### config.mk
export PLATFORM = sky130hd
export DESIGN_NAME = ov7670_capture_v2
export DESIGN_NICKNAME = d
export VERILOG_FILES = /design/src/rtl/cam_pkg.sv /design/src/rtl/cam_decimator.sv /design/src/rtl/ov7670_capture_v2.sv
export SDC_FILE = /design/constraint.sdc
export NUM_CORES = 1
export LEC_CHECK = 0
export BUFFER_PORTS_ARGS = -buffer_cell sky130_fd_sc_hd__buf_2
export CAP_MARGIN = 20
export CORE_UTILIZATION = 54
export DETAILED_ROUTE_END_ITERATION = 10
export PLACE_DENSITY = 0.84
export SETUP_SLACK_MARGIN = 0.3
export SLEW_MARGIN = 5
export SYNTH_ARGS = -nofsm -noshare
export SYNTH_HDL_FRONTEND = slang
export SYNTH_SLANG_ARGS = --single-unit
### constraint.sdc
create_clock -name pclk -period 2.4 [get_ports pclk]
set_input_delay 0.12 -clock pclk [delete_from_list [all_inputs] [get_ports pclk]]
set_output_delay 0.12 -clock pclk [all_outputs]
set_load 0.005 [all_outputs]
### src/rtl/cam_pkg.sv
// Shared definitions for the camera capture path: mode encodings, capture FSM
// states and the pixel packing helpers.
package cam_pkg;

    localparam logic [1:0] MODE_RGB444 = 2'd0;
    localparam logic [1:0] MODE_RGB565 = 2'd1;
    localparam logic [1:0] MODE_GREY   = 2'd2;
    localparam logic [1:0] MODE_RSVD   = 2'd3;

    typedef enum logic [1:0] {
        WAIT_FRAME = 2'd0,
        BLANK      = 2'd1,
        LINE       = 2'd2
    } cap_state_e;

    // Callers pass the top four bits of each RGB565 channel.
    function automatic logic [11:0] pack_rgb444(input logic [3:0] r, input logic [3:0] g,
                                                input logic [3:0] b);
        return {r, g, b};
    endfunction

    function automatic logic [11:0] pack_grey12(input logic [3:0] y);
        return {y, y, y};
    endfunction

    function automatic logic [15:0] pack_grey16(input logic [5:0] y);
        return {y[5:1], y, y[5:1]};
    endfunction

endpackage

### src/rtl/cam_decimator.sv
// Modulo counter used for line and pixel decimation; keep_o marks the
// position that survives (count 0).
module cam_decimator #(
    parameter int W = 3
) (
    input  logic         pclk_i,
    input  logic         rst_i,
    input  logic         clr_i,
    input  logic         adv_i,
    input  logic [W-1:0] wrap_i,
    output logic         keep_o
);

    logic [W-1:0] cnt_q;

    always_ff @(posedge pclk_i or posedge rst_i) begin
        if (rst_i) begin
            cnt_q <= '0;
        end else if (clr_i) begin
            cnt_q <= '0;
        end else if (adv_i) begin
            cnt_q <= (cnt_q == wrap_i) ? '0 : cnt_q + 1'b1;
        end
    end

    assign keep_o = (cnt_q == '0);

endmodule

### src/rtl/ov7670_capture_v2.sv
// OV7670 capture: byte pairing, format select, H/V decimation, bounded writes.
// OV7670_CAPTURE_STATS_EN adds frame and line counters.
//   state      | meaning
//   WAIT_FRAME | idle until a vsync fall with capture_en
//   BLANK      | inside a captured frame, between lines
//   LINE       | href high, pairing bytes into pixels
module ov7670_capture_v2
    import cam_pkg::*;
#(
    parameter int PIX_W   = 12,
    parameter int ADDR_W  = 17,
    parameter int DEPTH   = 76800,
    parameter int DECIM_W = 3
) (
    input  logic               pclk,
    input  logic               rst,
    input  logic               vsync,
    input  logic               href,
    input  logic [7:0]         d,
    input  logic               capture_en,
    input  logic [1:0]         mode,
    input  logic [DECIM_W-1:0] h_decim,
    input  logic [DECIM_W-1:0] v_decim,
    output logic [ADDR_W-1:0]  addr,
    output logic [PIX_W-1:0]   dout,
    output logic               we,
    output logic               frame_done,
    output logic               overflow,
    output logic [15:0]        frame_cnt,
    output logic [11:0]        line_cnt
);

    localparam logic [ADDR_W-1:0] DEPTH_A = ADDR_W'(DEPTH);

    logic vs_q, vs_d1_q, hr_q, hr_d1_q;
    logic [7:0] d_q;

    always_ff @(posedge pclk or posedge rst) begin
        if (rst) begin
            vs_q    <= 1'b0;
            vs_d1_q <= 1'b0;
            hr_q    <= 1'b0;
            hr_d1_q <= 1'b0;
            d_q     <= '0;
        end else begin
            vs_q    <= vsync;
            vs_d1_q <= vs_q;
            hr_q    <= href;
            hr_d1_q <= hr_q;
            d_q     <= d;
        end
    end

    logic vs_fall, href_rise, href_fall, frame_start;
    assign vs_fall   = vs_d1_q & ~vs_q;
    assign href_rise = hr_q & ~hr_d1_q;
    assign href_fall = ~hr_q & hr_d1_q;

    cap_state_e         state_q;
    logic [1:0]         mode_q;
    logic [DECIM_W-1:0] hd_q, vd_q;
    logic               frame_done_q;

    assign frame_start = (state_q == WAIT_FRAME) && vs_fall && capture_en;

    always_ff @(posedge pclk or posedge rst) begin
        if (rst) begin
            state_q      <= WAIT_FRAME;
            mode_q       <= MODE_RGB444;
            hd_q         <= '0;
            vd_q         <= '0;
            frame_done_q <= 1'b0;
        end else begin
            frame_done_q <= 1'b0;
            if (vs_q) begin
                if (state_q != WAIT_FRAME) frame_done_q <= 1'b1;
                state_q <= WAIT_FRAME;
            end else begin
                case (state_q)
                    WAIT_FRAME: if (frame_start) begin
                        state_q <= BLANK;
                        mode_q  <= mode;
                        hd_q    <= h_decim;
                        vd_q    <= v_decim;
                    end
                    BLANK:   if (href_rise) state_q <= LINE;
                    LINE:    if (href_fall) state_q <= BLANK;
                    default: state_q <= WAIT_FRAME;
                endcase
            end
        end
    end

    // A rising href forces phase 0 regardless of where the last line ended.
    logic       phase_q, phase;
    logic [7:0] hi_q;
    assign phase = href_rise ? 1'b0 : phase_q;

    always_ff @(posedge pclk or posedge rst) begin
        if (rst) begin
            phase_q <= 1'b0;
            hi_q    <= '0;
        end else if (hr_q) begin
            phase_q <= ~phase;
            if (!phase) hi_q <= d_q;
        end
    end

    logic pix_done, h_keep, v_keep;
    assign pix_done = (state_q == LINE) && hr_q && phase;

    cam_decimator #(.W(DECIM_W)) u_hdec (
        .pclk_i (pclk),
        .rst_i  (rst),
        .clr_i  (href_rise),
        .adv_i  (pix_done),
        .wrap_i (hd_q),
        .keep_o (h_keep)
    );

    cam_decimator #(.W(DECIM_W)) u_vdec (
        .pclk_i (pclk),
        .rst_i  (rst),
        .clr_i  (frame_start),
        .adv_i  ((state_q == LINE) && href_fall),
        .wrap_i (vd_q),
        .keep_o (v_keep)
    );

    logic [15:0] fmt16;
    logic [4:0]  unused_bits;
    assign unused_bits = {d_q[0], fmt16[15:12]};

    always_comb begin
        fmt16 = '0;
        case (mode_q)
            MODE_RGB565: fmt16 = (PIX_W == 12) ? {4'h0, hi_q, d_q[7:4]} : {hi_q, d_q};
            MODE_GREY:   fmt16 = (PIX_W == 12) ? {4'h0, pack_grey12(hi_q[7:4])}
                                               : pack_grey16(hi_q[7:2]);
            default:     fmt16 = {4'h0, pack_rgb444(hi_q[7:4], {hi_q[2:0], d_q[7]}, d_q[4:1])};
        endcase
    end

    logic               pix_vld_q, we_q, overflow_q;
    logic [PIX_W-1:0]   pix_q, dout_q;
    logic [ADDR_W-1:0]  addr_q;

    always_ff @(posedge pclk or posedge rst) begin
        if (rst) begin
            pix_vld_q <= 1'b0;
            pix_q     <= '0;
        end else begin
            pix_vld_q <= pix_done && h_keep && v_keep;
            if (pix_done) pix_q <= fmt16[PIX_W-1:0];
        end
    end

    // Writes are at least two cycles apart, so addr_q has already advanced
    // past the previous write whenever a new pixel arrives.
    always_ff @(posedge pclk or posedge rst) begin
        if (rst) begin
            we_q       <= 1'b0;
            dout_q     <= '0;
            addr_q     <= '0;
            overflow_q <= 1'b0;
        end else begin
            we_q <= 1'b0;
            if (frame_start) begin
                addr_q     <= '0;
                overflow_q <= 1'b0;
            end else begin
                if (we_q) addr_q <= addr_q + 1'b1;
                if (pix_vld_q) begin
                    if (addr_q < DEPTH_A) begin
                        we_q   <= 1'b1;
                        dout_q <= pix_q;
                    end else begin
                        overflow_q <= 1'b1;
                    end
                end
            end
        end
    end

    assign addr       = addr_q;
    assign dout       = dout_q;
    assign we         = we_q;
    assign frame_done = frame_done_q;
    assign overflow   = overflow_q;

`ifdef OV7670_CAPTURE_STATS_EN
    logic [15:0] frame_cnt_q;
    logic [11:0] line_cnt_q, lines_q;

    always_ff @(posedge pclk or posedge rst) begin
        if (rst) begin
            frame_cnt_q <= '0;
            line_cnt_q  <= '0;
            lines_q     <= '0;
        end else begin
            if (frame_start) begin
                lines_q <= '0;
            end else if (href_rise && (state_q != WAIT_FRAME) && (lines_q != 12'hFFF)) begin
                lines_q <= lines_q + 1'b1;
            end
            if (frame_done_q) begin
                frame_cnt_q <= frame_cnt_q + 1'b1;
                line_cnt_q  <= lines_q;
            end
        end
    end

    assign frame_cnt = frame_cnt_q;
    assign line_cnt  = line_cnt_q;
`else
    assign frame_cnt = '0;
    assign line_cnt  = '0;
`endif

endmodule

==> results.tsv <==
stage	metric	value	unit
setup_path	critPathBufInv	0	
cts	clock_sinks	82	
drt	firstDrtPassIters	4	
sta	max_slew_margin	44.27	%
drt	drc	0	
synthesis	synthXorXnorAreaFrac	3.917	%
cts	cts_made_buffers	9	
floorplanning	die_w	85.90	um
sta	worst_pin_slew	0.8342	ns
power	p_per_area	661.0	nW/um^2
cts	clk_latency	0.35	ns
global_routing	grt_pass1_vias	2411	
setup_path	arrival	2.08	ns
outcome	status	finished clean	
synthesis	synth-simple-area-share	14.85	%
floorplanning	io_pins	81	
finish	multi_input_area	1525	sq um
power	finalPower	2.939	mW
floorplanning	core	6794	sq um
synthesis	muxShareOfSynthArea	7.637	%
place	dp_hpwl	4.722	mm
sta	rsz0062_at_grt	no	
floorplanning	num_rows	30	
finish	antenna_cells	0	
cts	cts_tree	yes	
cts	clock_path_buffers	2	
setup_path	critPathSlowestCell	dfrtp_1	
synthesis	synth_area	3801	sq um
finish	nFillCells	494	
cts	clk_pin_slew	0.08	ns
sta	tns	0	ns
drt	vias	2682	
finish	final_nets	453	
drt	viasPerCell	5.099	
setup_path	cp_data_required_time	2.63	ns
setup_path	cp-start-kind	register	
job	cap_violations	0	
sta	setup_viol	0	
drt	wl	6.890	mm
setup_path	crit_type	register to register	
synthesis	synth_compound_area_share	8.427	%
floorplanning	die_y	85.90	um
sta	min_period	1.853	ns
sta	fin_skew	0.01032	ns
drt	wl_per_cell	13.10	um
min_path	min_path_type	input pin to register	
sta	report.final.hold_viol_count	0	
setup_path	max_stage_delay	0.47	ns
cts	cts_setup_buffers	0	
setup_path	cp_top_family	simple AND/OR/NAND/NOR gates	
synthesis	synthAdderAreaFrac	2.304	%
synthesis	synthCells	353	
drt	ant_nets	0	
synthesis	avgSynthCellArea	10.77	sq um
setup_path	path_cells	nand2b_1 -> or2_2 -> mux2i_1 -> a2111oi_1	
global_routing	track_usage	20.43	%
drt	drt_iter0_markers	116	
synthesis	synth_top_family_by_area	simple AND/OR/NAND/NOR gates	
synthesis	ys_ff_latch	82	
sta	slew_violations	0	
place	io_buffer_count	52	
finish	drive_gt1_share	24.65	%
setup_path	crit_path_end_kind	register	
floorplanning	start_util	55.95	%
synthesis	ys.warnings.count	0	
floorplanning	die-area	7379	sq um
global_routing	antenna_found_initial	0	
setup_path	rrSetupSlack	0.55	ns
finish	seqCellArea	2052	sq um
global_routing	grt_overflow	0	
power	p_leak	2.211	nW
power	ir_worst_vdd	0.3473	mV
sta	max_freq	0.5398	GHz
synthesis	yosysUniqueCellTypes	44	
global_routing	grt_pass1_wl	11.56	mm
cts	clock-root-buffer	clkbuf_8	
setup_path	worstPathMaxFanout	20	
cts	htreeDepth	3	
finish	syn2layout_area_growth	16.95	%
global_routing	grt_max_degree	40	
sta	period_share	77.19	%
place	place_congestion	0.8071	
synthesis	ys_seq_area_share	53.98	%
-- worst register-to-register path, cell delays in order (launching register included) --
cell	delay (ns)
dfrtp_1	0.47
nand2b_1	0.23
or2_2	0.47
mux2i_1	0.19
a2111oi_1	0.38
-- what timing repair did --
action | in CTS | in global routing
endpoints found under the setup margin | 0 | 1
hold buffers | 19 | 0
resized for setup | 0 | 1
hold endpoints to repair | 55 | 0
-- path summary, 6_finish.rpt --
| path | start | to | cells after the start |
|---|---|---|---|
| min in group asynchronous | rst | dout[8] | 3 |
| max | state_q[0] | u_hdec.cnt_q[2] | 4 |
| min | capture_en | state_q[0] | 5 |
| min reg2reg | d_q[0] | hi_q[0] | 1 |
| max reg2reg | state_q[0] | u_hdec.cnt_q[2] | 4 |
| max in group asynchronous | rst | hi_q[1] | 4 |
-- synthesized netlist by cell type (all sizes together) --
cell type	instances	area share, %
a2111oi	1	0.26
dfrtp	82	54
nor3b	1	0.20
o311ai	2	0.46
or2	3	0.49
nand3	8	1.1
or4b	1	0.26
a31oi	2	0.33
a21boi	2	0.49
or4	1	0.20
nor2	25	2.5
o21ai	13	1.7
o21a	3	0.59
inv	15	1.5
or3	2	0.33
or3b	1	0.23
xnor2	11	2.5
nor4	6	1.5
nand4b	2	0.46
conb	1	0.099
nor3	5	0.66
mux2	24	7.1
nand2b	2	0.33
nor2b	2	0.33
nand2	46	4.5
mux2i	2	0.53
o22a	1	0.23
ha	7	2.3
a22oi	8	1.6
a211o	2	0.46
clkbuf	7	0.69
a21oi	15	2.0
xor2	6	1.4
nand4	7	1.5
a211oi	1	0.33
buf	35	6.6
nand3b	1	0.20
-- logic make-up after synthesis --
family,count (synthesis)
DFF,82
other,1
AOI/OAI and AO/OA,50
adders and majority gates,7
buffers and inverters,57
muxes,26
and+or+nand+nor,113
xor gates and xnor gates,17
-- cells in the final DEF, fill, tap and decap left out, drive strengths merged, types with 3 or more instances in the layout --
cell	instances
nand2	46
a22oi	8
conb	28
clkbuf	11
nor2	25
xnor2	11
nand3	8
nand4	7
buf	57
dlygate4sd3	19
dfrtp	82
o21a	3
clkinv	3
mux2	24
a21oi	15
ha	7
nor3	5
nor4	6
o21ai	13
xor2	6
inv	16
or2	3
-- power by group --
| part | switching (mW) | internal [mW] | total [mW] |
|---|---|---|---|
| clock | 0.503 | 0.438 | 0.941 |
| combinational | 0.223 | 0.186 | 0.409 |
| sequential | 0.0910 | 1.50 | 1.59 |
| total | 0.817 | 2.12 | 2.94 |
-- flip-flops by register name, summed over array words and instances, names as in the netlist, 2 cells and up --
register      flops
u_vdec.cnt_q      3
vd_q              3
dout             12
addr             17
d_q               8
hi_q              8
hd_q              3
state_q           2
mode_q            2
u_hdec.cnt_q      3
pix_q            12
-- area by class of cell --
cell class                 instances  area share, %
sequential                        82          46.16
multi-input combinational        241          34.31
timing repair buffer              76          11.26
clock buffer                      11          3.406
tap                               96          2.702
inverter                          15          1.351
clock inverter                     5         0.8162
-- routing by layer --
layer,wire (um),global-route usage [%],vias up
met4,148,6.970,0
met2,3347,32.03,93
met5,0,0,-
met1,3090,27.44,1278
li1,-,-,1297
met3,303,5.871,14
-- stage by stage --
| step | hold slack, ns | area (sq um) | util, % | std cells | setup WS, ns |
|---|---|---|---|---|---|
| 6_report | 0.3104 | 4446 | 65.43 | 526 | 0.5473 |
| 5_1_grt | 0.3464 | 4446 | 65.43 | 526 | 0.4284 |
| 4_1_cts | 0.3008 | 4446 | 65.43 | 526 | 0.4375 |
| 3_5_place_dp | 0.2293 | 4068 | 59.87 | 491 | 0.5241 |
| 3_3_place_gp | 0.2283 | 4068 | 59.87 | 491 | 0.6114 |
| 2_1_floorplan | 0.1514 | 3906 | - | 380 | 0.7174 |
(Power assumes the default switching activity.)
